### src/rtl/fixed_point_pkg.sv
// Shared definitions for the fixed-point accumulator: Q-format width helpers,
// saturation constants and the frame FSM state type.
package fixed_point_pkg;

    typedef enum logic {
        ACCUM = 1'b0,
        HOLD  = 1'b1
    } state_t;

    localparam int MAX_Q_W = 64;

    function automatic int q_width(input int wi, input int wf);
        return wi + wf;
    endfunction

    // Patterns are right-aligned; callers slice the low w bits.
    function automatic logic [MAX_Q_W-1:0] sat_max(input int w);
        return (64'd1 << (w - 1)) - 64'd1;
    endfunction

    function automatic logic [MAX_Q_W-1:0] sat_min(input int w);
        return 64'd1 << (w - 1);
    endfunction

endpackage

### src/rtl/fixed_point_align.sv
// Combinational Q(WI_IN.WF_IN) -> Q(WI_OUT.WF_OUT) conversion: sign-extend,
// zero-pad or floor-truncate the fraction, saturate when integer bits are lost.
module fixed_point_align
    import fixed_point_pkg::*;
#(
    parameter int WI_IN  = 3,
    parameter int WF_IN  = 4,
    parameter int WI_OUT = 8,
    parameter int WF_OUT = 4
) (
    input  logic [WI_IN+WF_IN-1:0]   din_i,
    output logic [WI_OUT+WF_OUT-1:0] dout_o,
    output logic                     ovf_o
);

    localparam int W_IN  = q_width(WI_IN, WF_IN);
    localparam int W_MID = q_width(WI_IN, WF_OUT);
    localparam int W_OUT = q_width(WI_OUT, WF_OUT);
    localparam logic [MAX_Q_W-1:0] OUT_MAX = sat_max(W_OUT);
    localparam logic [MAX_Q_W-1:0] OUT_MIN = sat_min(W_OUT);

    // Input integer part with the output fraction length.
    logic [W_MID-1:0] mid;

    generate
        if (WF_OUT > WF_IN) begin : g_pad
            assign mid = {din_i, {(WF_OUT-WF_IN){1'b0}}};
        end else if (WF_OUT == WF_IN) begin : g_keep
            assign mid = din_i;
        end else begin : g_floor
            // Dropping low bits of a two's-complement value rounds toward -inf.
            logic [WF_IN-WF_OUT-1:0] dropped_unused;
            assign dropped_unused = din_i[WF_IN-WF_OUT-1:0];
            assign mid            = din_i[W_IN-1:WF_IN-WF_OUT];
        end

        if (WI_OUT > WI_IN) begin : g_ext
            assign dout_o = {{(WI_OUT-WI_IN){mid[W_MID-1]}}, mid};
            assign ovf_o  = 1'b0;
        end else if (WI_OUT == WI_IN) begin : g_same
            assign dout_o = mid;
            assign ovf_o  = 1'b0;
        end else begin : g_sat
            // Dropped integer bits plus the surviving sign bit must all agree.
            logic [WI_IN-WI_OUT:0] top_bits;
            assign top_bits = mid[W_MID-1:W_OUT-1];
            assign ovf_o    = !((&top_bits) || !(|top_bits));
            assign dout_o   = ovf_o ? (mid[W_MID-1] ? OUT_MIN[W_OUT-1:0] : OUT_MAX[W_OUT-1:0])
                                    : mid[W_OUT-1:0];
        end
    endgenerate

endmodule

### src/rtl/fixed_point_accumulator.sv
// Frame accumulator: aligns valid/ready samples into a saturating Q(WIA.WFA) sum
// and presents the converted frame result, count and overflow on an output handshake.
module fixed_point_accumulator
    import fixed_point_pkg::*;
#(
    parameter int WI    = 3,
    parameter int WF    = 4,
    parameter int WIA   = 8,
    parameter int WFA   = 4,
    parameter int WIO   = 8,
    parameter int WFO   = 4,
    parameter int CNT_W = 8
) (
    input  logic                 clk,
    input  logic                 rst_n,
    input  logic                 clr,
    input  logic                 in_valid,
    output logic                 in_ready,
    input  logic [WI+WF-1:0]     in_data,
    input  logic                 in_last,
    output logic                 out_valid,
    input  logic                 out_ready,
    output logic [WIO+WFO-1:0]   out_data,
    output logic [CNT_W-1:0]     out_count,
    output logic                 out_overFlow
);

    localparam int WA = q_width(WIA, WFA);
    localparam int WO = q_width(WIO, WFO);
    localparam logic [MAX_Q_W-1:0] ACC_MAX = sat_max(WA);
    localparam logic [MAX_Q_W-1:0] ACC_MIN = sat_min(WA);
    localparam logic [CNT_W-1:0]   CNT_MAX = '1;

    state_t             state_q;
    logic [WA-1:0]      acc_q;
    logic [WA-1:0]      acc_d;
    logic [CNT_W-1:0]   count_q;
    logic [CNT_W-1:0]   count_d;
    logic               ovf_q;
    logic               in_ready_q;
    logic               out_valid_q;
    logic [WO-1:0]      out_data_q;
    logic [CNT_W-1:0]   out_count_q;
    logic               out_ovf_q;

    logic [WA-1:0]      sample_aligned;
    logic               in_align_ovf_unused;
    logic [WA:0]        sum_wide;
    logic               add_ovf;
    logic [WO-1:0]      result_data;
    logic               result_sat;
    logic               accept;

    fixed_point_align #(
        .WI_IN  (WI),
        .WF_IN  (WF),
        .WI_OUT (WIA),
        .WF_OUT (WFA)
    ) u_align_in (
        .din_i  (in_data),
        .dout_o (sample_aligned),
        .ovf_o  (in_align_ovf_unused)
    );

    // One guard bit: a sign disagreement between the top two bits means the
    // equal-signed operands overflowed.
    always_comb begin
        sum_wide = {acc_q[WA-1], acc_q} + {sample_aligned[WA-1], sample_aligned};
        add_ovf  = sum_wide[WA] ^ sum_wide[WA-1];
        acc_d    = sum_wide[WA-1:0];
        if (add_ovf) begin
            acc_d = sum_wide[WA] ? ACC_MIN[WA-1:0] : ACC_MAX[WA-1:0];
        end
        count_d = (count_q == CNT_MAX) ? count_q : count_q + 1'b1;
        accept  = (state_q == ACCUM) && in_valid && in_ready_q;
    end

    fixed_point_align #(
        .WI_IN  (WIA),
        .WF_IN  (WFA),
        .WI_OUT (WIO),
        .WF_OUT (WFO)
    ) u_align_out (
        .din_i  (acc_d),
        .dout_o (result_data),
        .ovf_o  (result_sat)
    );

    always_ff @(posedge clk or negedge rst_n) begin
        if (!rst_n) begin
            state_q     <= ACCUM;
            acc_q       <= '0;
            count_q     <= '0;
            ovf_q       <= 1'b0;
            in_ready_q  <= 1'b1;
            out_valid_q <= 1'b0;
            out_data_q  <= '0;
            out_count_q <= '0;
            out_ovf_q   <= 1'b0;
        end else if (clr) begin
            // Abort wins over both handshakes; last result registers are kept.
            state_q     <= ACCUM;
            acc_q       <= '0;
            count_q     <= '0;
            ovf_q       <= 1'b0;
            in_ready_q  <= 1'b1;
            out_valid_q <= 1'b0;
        end else begin
            case (state_q)
                ACCUM: begin
                    if (accept) begin
                        acc_q   <= acc_d;
                        count_q <= count_d;
                        ovf_q   <= ovf_q | add_ovf;
                        if (in_last) begin
                            state_q     <= HOLD;
                            in_ready_q  <= 1'b0;
                            out_valid_q <= 1'b1;
                            out_data_q  <= result_data;
                            out_count_q <= count_d;
                            out_ovf_q   <= ovf_q | add_ovf | result_sat;
                        end
                    end
                end
                HOLD: begin
                    if (out_ready) begin
                        state_q     <= ACCUM;
                        acc_q       <= '0;
                        count_q     <= '0;
                        ovf_q       <= 1'b0;
                        in_ready_q  <= 1'b1;
                        out_valid_q <= 1'b0;
                    end
                end
                default: begin
                    state_q     <= ACCUM;
                    in_ready_q  <= 1'b1;
                    out_valid_q <= 1'b0;
                end
            endcase
        end
    end

    assign in_ready     = in_ready_q;
    assign out_valid    = out_valid_q;
    assign out_data     = out_data_q;
    assign out_count    = out_count_q;
    assign out_overFlow = out_ovf_q;

endmodule

### config.mk
export PLATFORM = sky130hd
export DESIGN_NAME = fixed_point_accumulator
export DESIGN_NICKNAME = d
export VERILOG_FILES = /design/src/rtl/fixed_point_pkg.sv /design/src/rtl/fixed_point_align.sv /design/src/rtl/fixed_point_accumulator.sv
export SDC_FILE = /design/constraint.sdc
export NUM_CORES = 1
export LEC_CHECK = 0
export CAP_MARGIN = 30
export CELL_PAD_IN_SITES_DETAIL_PLACEMENT = 0
export CELL_PAD_IN_SITES_GLOBAL_PLACEMENT = 2
export CORE_AREA = 2 2 94 96
export DETAILED_ROUTE_END_ITERATION = 6
export DIE_AREA = 0 0 96 98
export PLACE_DENSITY = 0.82
export SLEW_MARGIN = 20
export SYNTH_ARGS = -nofsm -noshare
export SYNTH_HDL_FRONTEND = slang
export SYNTH_HIERARCHICAL = 1
export SYNTH_SLANG_ARGS = --single-unit
### constraint.sdc
create_clock -name clk -period 5.1 [get_ports clk]
set_clock_uncertainty 0.15 [all_clocks]
set_input_delay 0.51 -clock clk [delete_from_list [all_inputs] [get_ports clk]]
set_output_delay 0.51 -clock clk [all_outputs]
set_load 0.1 [all_outputs]
Word-level counts from Yosys, hierarchy flattened:

Index checks and enable logic that the tools add are counted.

* register bits after elaboration: 45
* output and inout port bits: 23
* logic and storage cells: 53

* add/sub/neg operators: 2
* equality and inequality tests: 4
* multiplexer cells: 29
* bitwise logic cells: 4
* reductions and logical operators: 5

Operators by type and width (number)
* 2-to-1 mux 12 bit: 5
* 2-to-1 mux 8 bit: 4
* case mux 12 bit (2 select lines): 1
* case mux 8 bit (2 select lines): 1
* 2-to-1 mux 1 bit: 14
* adder 12 x 7 -> 13 bit: 1
* != test 3 bit, second input constant: 3
* adder 8 x 1 -> 8 bit, second input constant: 1
* == test 8 bit, second input constant: 1
* case mux 1 bit (2 select lines): 4
* AND reduction 4 bit: 1
* AND reduction 3 bit: 1
* logical AND 1 bit: 2
* NOT 1 bit: 2
* AND reduction 2 bit: 1
* bitwise OR 1 bit: 1
* bitwise XOR 1 bit: 1

Longest topological paths before layout:

* depth after elaboration: 6
* gate-level depth with buffers: 13
* depth with buffers taken out: 10

Hierarchy:

The synthesis kept the hierarchy.

By module, submodules not included
* fixed_point_accumulator: instances 1, cells each 269, area each 2681.3 um^2, sequential area each 1127.3 um^2
* fixed_point_align: instances 2, cells each 14, area each 101.3 um^2, sequential area each 0.0 um^2

Worst setup path after synthesis:

OpenSTA, ideal clock, no wires.

* kind: input port to flip-flop
* from: input in_data[0]
* to: register out_data_q[5], in the netlist out_data[5]
* library setup time: 0.126 ns
* arrival time: 2.783 ns
* required time: 4.824 ns
* setup slack: 2.041 ns
* stages on the path: 12
* path buffers: 3
* path through: buf_4 > ha_1 > inv_1 > fa_1 > nand2b_1 > a21oi_2 > o2111a_1 > o41a_4 > buf_6 > maj3_2 > buf_4 > mux2_2

* cells in the longest elaborated chain, start to end: 3
* elaborated cells on any way between the ends: 4
* those cells by class: add/sub: 1; mux: 2; bitwise: 1

Ends and longest elaborated chain
* from (decl): RTL line fixed_point_accumulator.sv:19 `input logic [WI+WF-1:0] in_data,`
* adder 12 x 7 -> 13 bit (*): RTL line fixed_point_accumulator.sv:68 `sum_wide = {acc_q[WA-1], acc_q} + {sample_aligned[WA-1], sample_aligned};`
* 2-to-1 mux 12 bit or bitwise XOR 1 bit (tied branches): RTL line fixed_point_accumulator.sv:72, fixed_point_accumulator.sv:69
* 2-to-1 mux 12 bit (*): RTL line fixed_point_accumulator.sv:71 `if (add_ovf) begin`
* net acc_d[5]: RTL line fixed_point_accumulator.sv:36 `logic [WA-1:0] acc_d;`
* to (signal assigned): RTL line fixed_point_accumulator.sv:119 `out_data_q <= result_data;`
* to (decl): RTL line fixed_point_accumulator.sv:42 `logic [WO-1:0] out_data_q;`

The timed path passes the listed nets; every way through them passes the cells marked *.
A chain may end at the register's enable or synchronous reset.

Worst setup path in the final report:

* from: input in_data[6]
* to: register out_data_q[4], in the netlist out_data[4]

The elaborated chain is that of the path after synthesis.

==> results.json <==
{
  "worst_hold_path_type": "input pin to async pin",
  "die_w_microns": 96,
  "cts_sinks": 45,
  "tns_ns": 0,
  "holdBufCountCts": 0,
  "syn-cell-area_sq_um": 2873,
  "viasPerCell": 5.051,
  "cts_setup_buffers": 0,
  "rsz0062_at_grt": "false",
  "fin_crit_sh_pct": 66.40,
  "dpl_cell_area_sq_um": 3141,
  "critPathCaptureType": "flip-flop",
  "grt_pass1_wl_mm": 10.44,
  "grt_pass1_vias": 2113,
  "seqCellArea_sq_um": 1127,
  "coreArea_sq_um": 8466,
  "drive_gt1_share_pct": 11.88,
  "num_vias": 2076,
  "finalHoldViolCount": 0,
  "outcome": "completed",
  "drcViolationCount": 0,
  "fmax_mhz": 295.3,
  "synthCells": 295,
  "max_cap_violations": 0,
  "wirelength_mm": 6.012,
  "post-dp-hpwl_mm": 4.381,
  "firstDrtPassIters": 4,
  "clk_latency_ns": 0.29,
  "crit_fanout": 13,
  "htreeDepth": 2,
  "fin_nets": 329,
  "vdd.ir_drop.worst_v": 0.0003023,
  "area_delta_synth_final_pct": 12.11,
  "gr-total-overflow": 0,
  "ant_nets": 0,
  "finalSetupViolCount": 0,
  "track_usage_pct": 14.04,
  "wl_per_cell_microns": 14.63,
  "numCtsBuffers": 5,
  "holdWs_ns": 0.02543,
  "clk_pin_slew_ns": 0.08,
  "routabilityCongestion": 0.7862,
  "antennaDiodeCount": 0,
  "initial_core_util_pct": 33.93,
  "syn_nets": 322,
  "multi_input_area_sq_um": 1468,
  "finalCriticalPeriod_ns": 3.386,
  "grt_antenna_before_repair": 0,
  "worstPathRequired_ns": 5.14,
  "p_per_area_nw_per_um2": 535.3,
  "leakage_uw": 0.001377,
  "clock_path_buffers": 2,
  "worstPathArrival_ns": 3.42,
  "ff2ff_setup_slack_ns": 2.09,
  "cts_resized": 0,
  "num_io_pins": 36,
  "final_cell_area_sq_um": 3221,
  "critical_path_class": "input pin to flip-flop",
  "start_kind": "input pin",
  "syn-mean-instance-area_sq_um": 9.738,
  "fp.dieH_microns": 98,
  "cts_tree": "yes",
  "slew_headroom_pct": 35.00,
  "dieArea_sq_um": 9408,
  "final.fill_count": 852,
  "worst_slew_pin_slew_ns": 0.9719,
  "placementRows": 34,
  "slew_viol_final": 0,
  "grt_max_degree": 26,
  "port_buffers": 35,
  "drtIter0Drc": 67,
  "cts-root-buf": "clkbuf_8",
  "ys_warn_count": 6
}
[cell type report]
type | instances | area share [%]
repair buffers | 38 | 11.81
well taps | 108 | 4.196
flip-flops and latches | 45 | 35.00
inverters | 8 | 0.9324
multi-input cells | 204 | 45.57
clock buffers | 8 | 2.486
[power breakdown]
group	switching, uW	internal [uW]
sequential	55.6	441
combinational	697	314
clock	119	97.6
total	871	853
[metal layers]
layer / up-vias / global-route usage [%] / share of wire, %
met5: - / 0 / 0
met4: 0 / 4.066 / 1.6
met3: 8 / 2.778 / 3.3
met2: 44 / 22.81 / 46
met1: 989 / 18.79 / 49
li1: 1035 / - / -
[sequential cells by signal (all words and copies together), names as in the netlist]
register / cells
count_q: 8
acc_q: 12
ovf_q: 1
out_overFlow: 1
in_ready: 1
out_count: 8
state_q: 1
out_valid: 1
out_data: 12
[metrics by stage]
stage	worst slack (ns)	utilization (%)	power, uW	std cells
2_1_floorplan	2.041	-	1384	295
5_1_grt	1.563	38.04	1830	411
3_3_place_gp	1.477	36.86	1513	402
4_1_cts	1.715	38.04	1741	411
6_report	1.714	38.04	1724	411
3_5_place_dp	1.385	37.10	1522	403
[cell usage in the layout, fill, tap and decap left out, types with 9 or more instances in the layout]
| cell type | instances |
|---|---|
| nand2_1 | 23 |
| a21oi_1 | 15 |
| dfrtp_1 | 44 |
| clkdlybuf4s50_1 | 34 |
| a22o_1 | 9 |
| o21ai_0 | 20 |
| nor2_1 | 15 |
| ha_1 | 13 |
| mux2_2 | 12 |
[worst max-delay path, cell delays in order]
cell,delay (ns)
clkdlybuf4s50_1,0.54
ha_1,0.53
inv_2,0.06
or4_1,0.55
nand3_1,0.11
nand4_2,0.35
maj3_1,0.52
mux2_2,0.27
[worst paths after layout]
kind	endpoint	cells past startpoint	start
max	out_data[4]$_DFFE_PN0P_	8	in_data[6]
min	out_valid$_DFFE_PN0P_	1	rst_n
max reg2reg	out_data[4]$_DFFE_PN0P_	7	acc_q[1]$_DFFE_PN0P_
min reg2reg	out_count[1]$_DFFE_PN0P_	2	out_count[1]$_DFFE_PN0P_
max in group asynchronous	out_data[0]$_DFFE_PN0P_	2	rst_n
min in group clk	out_count[1]$_DFFE_PN0P_	2	out_count[1]$_DFFE_PN0P_
Note: power is estimated with default switching activity, not from simulation.
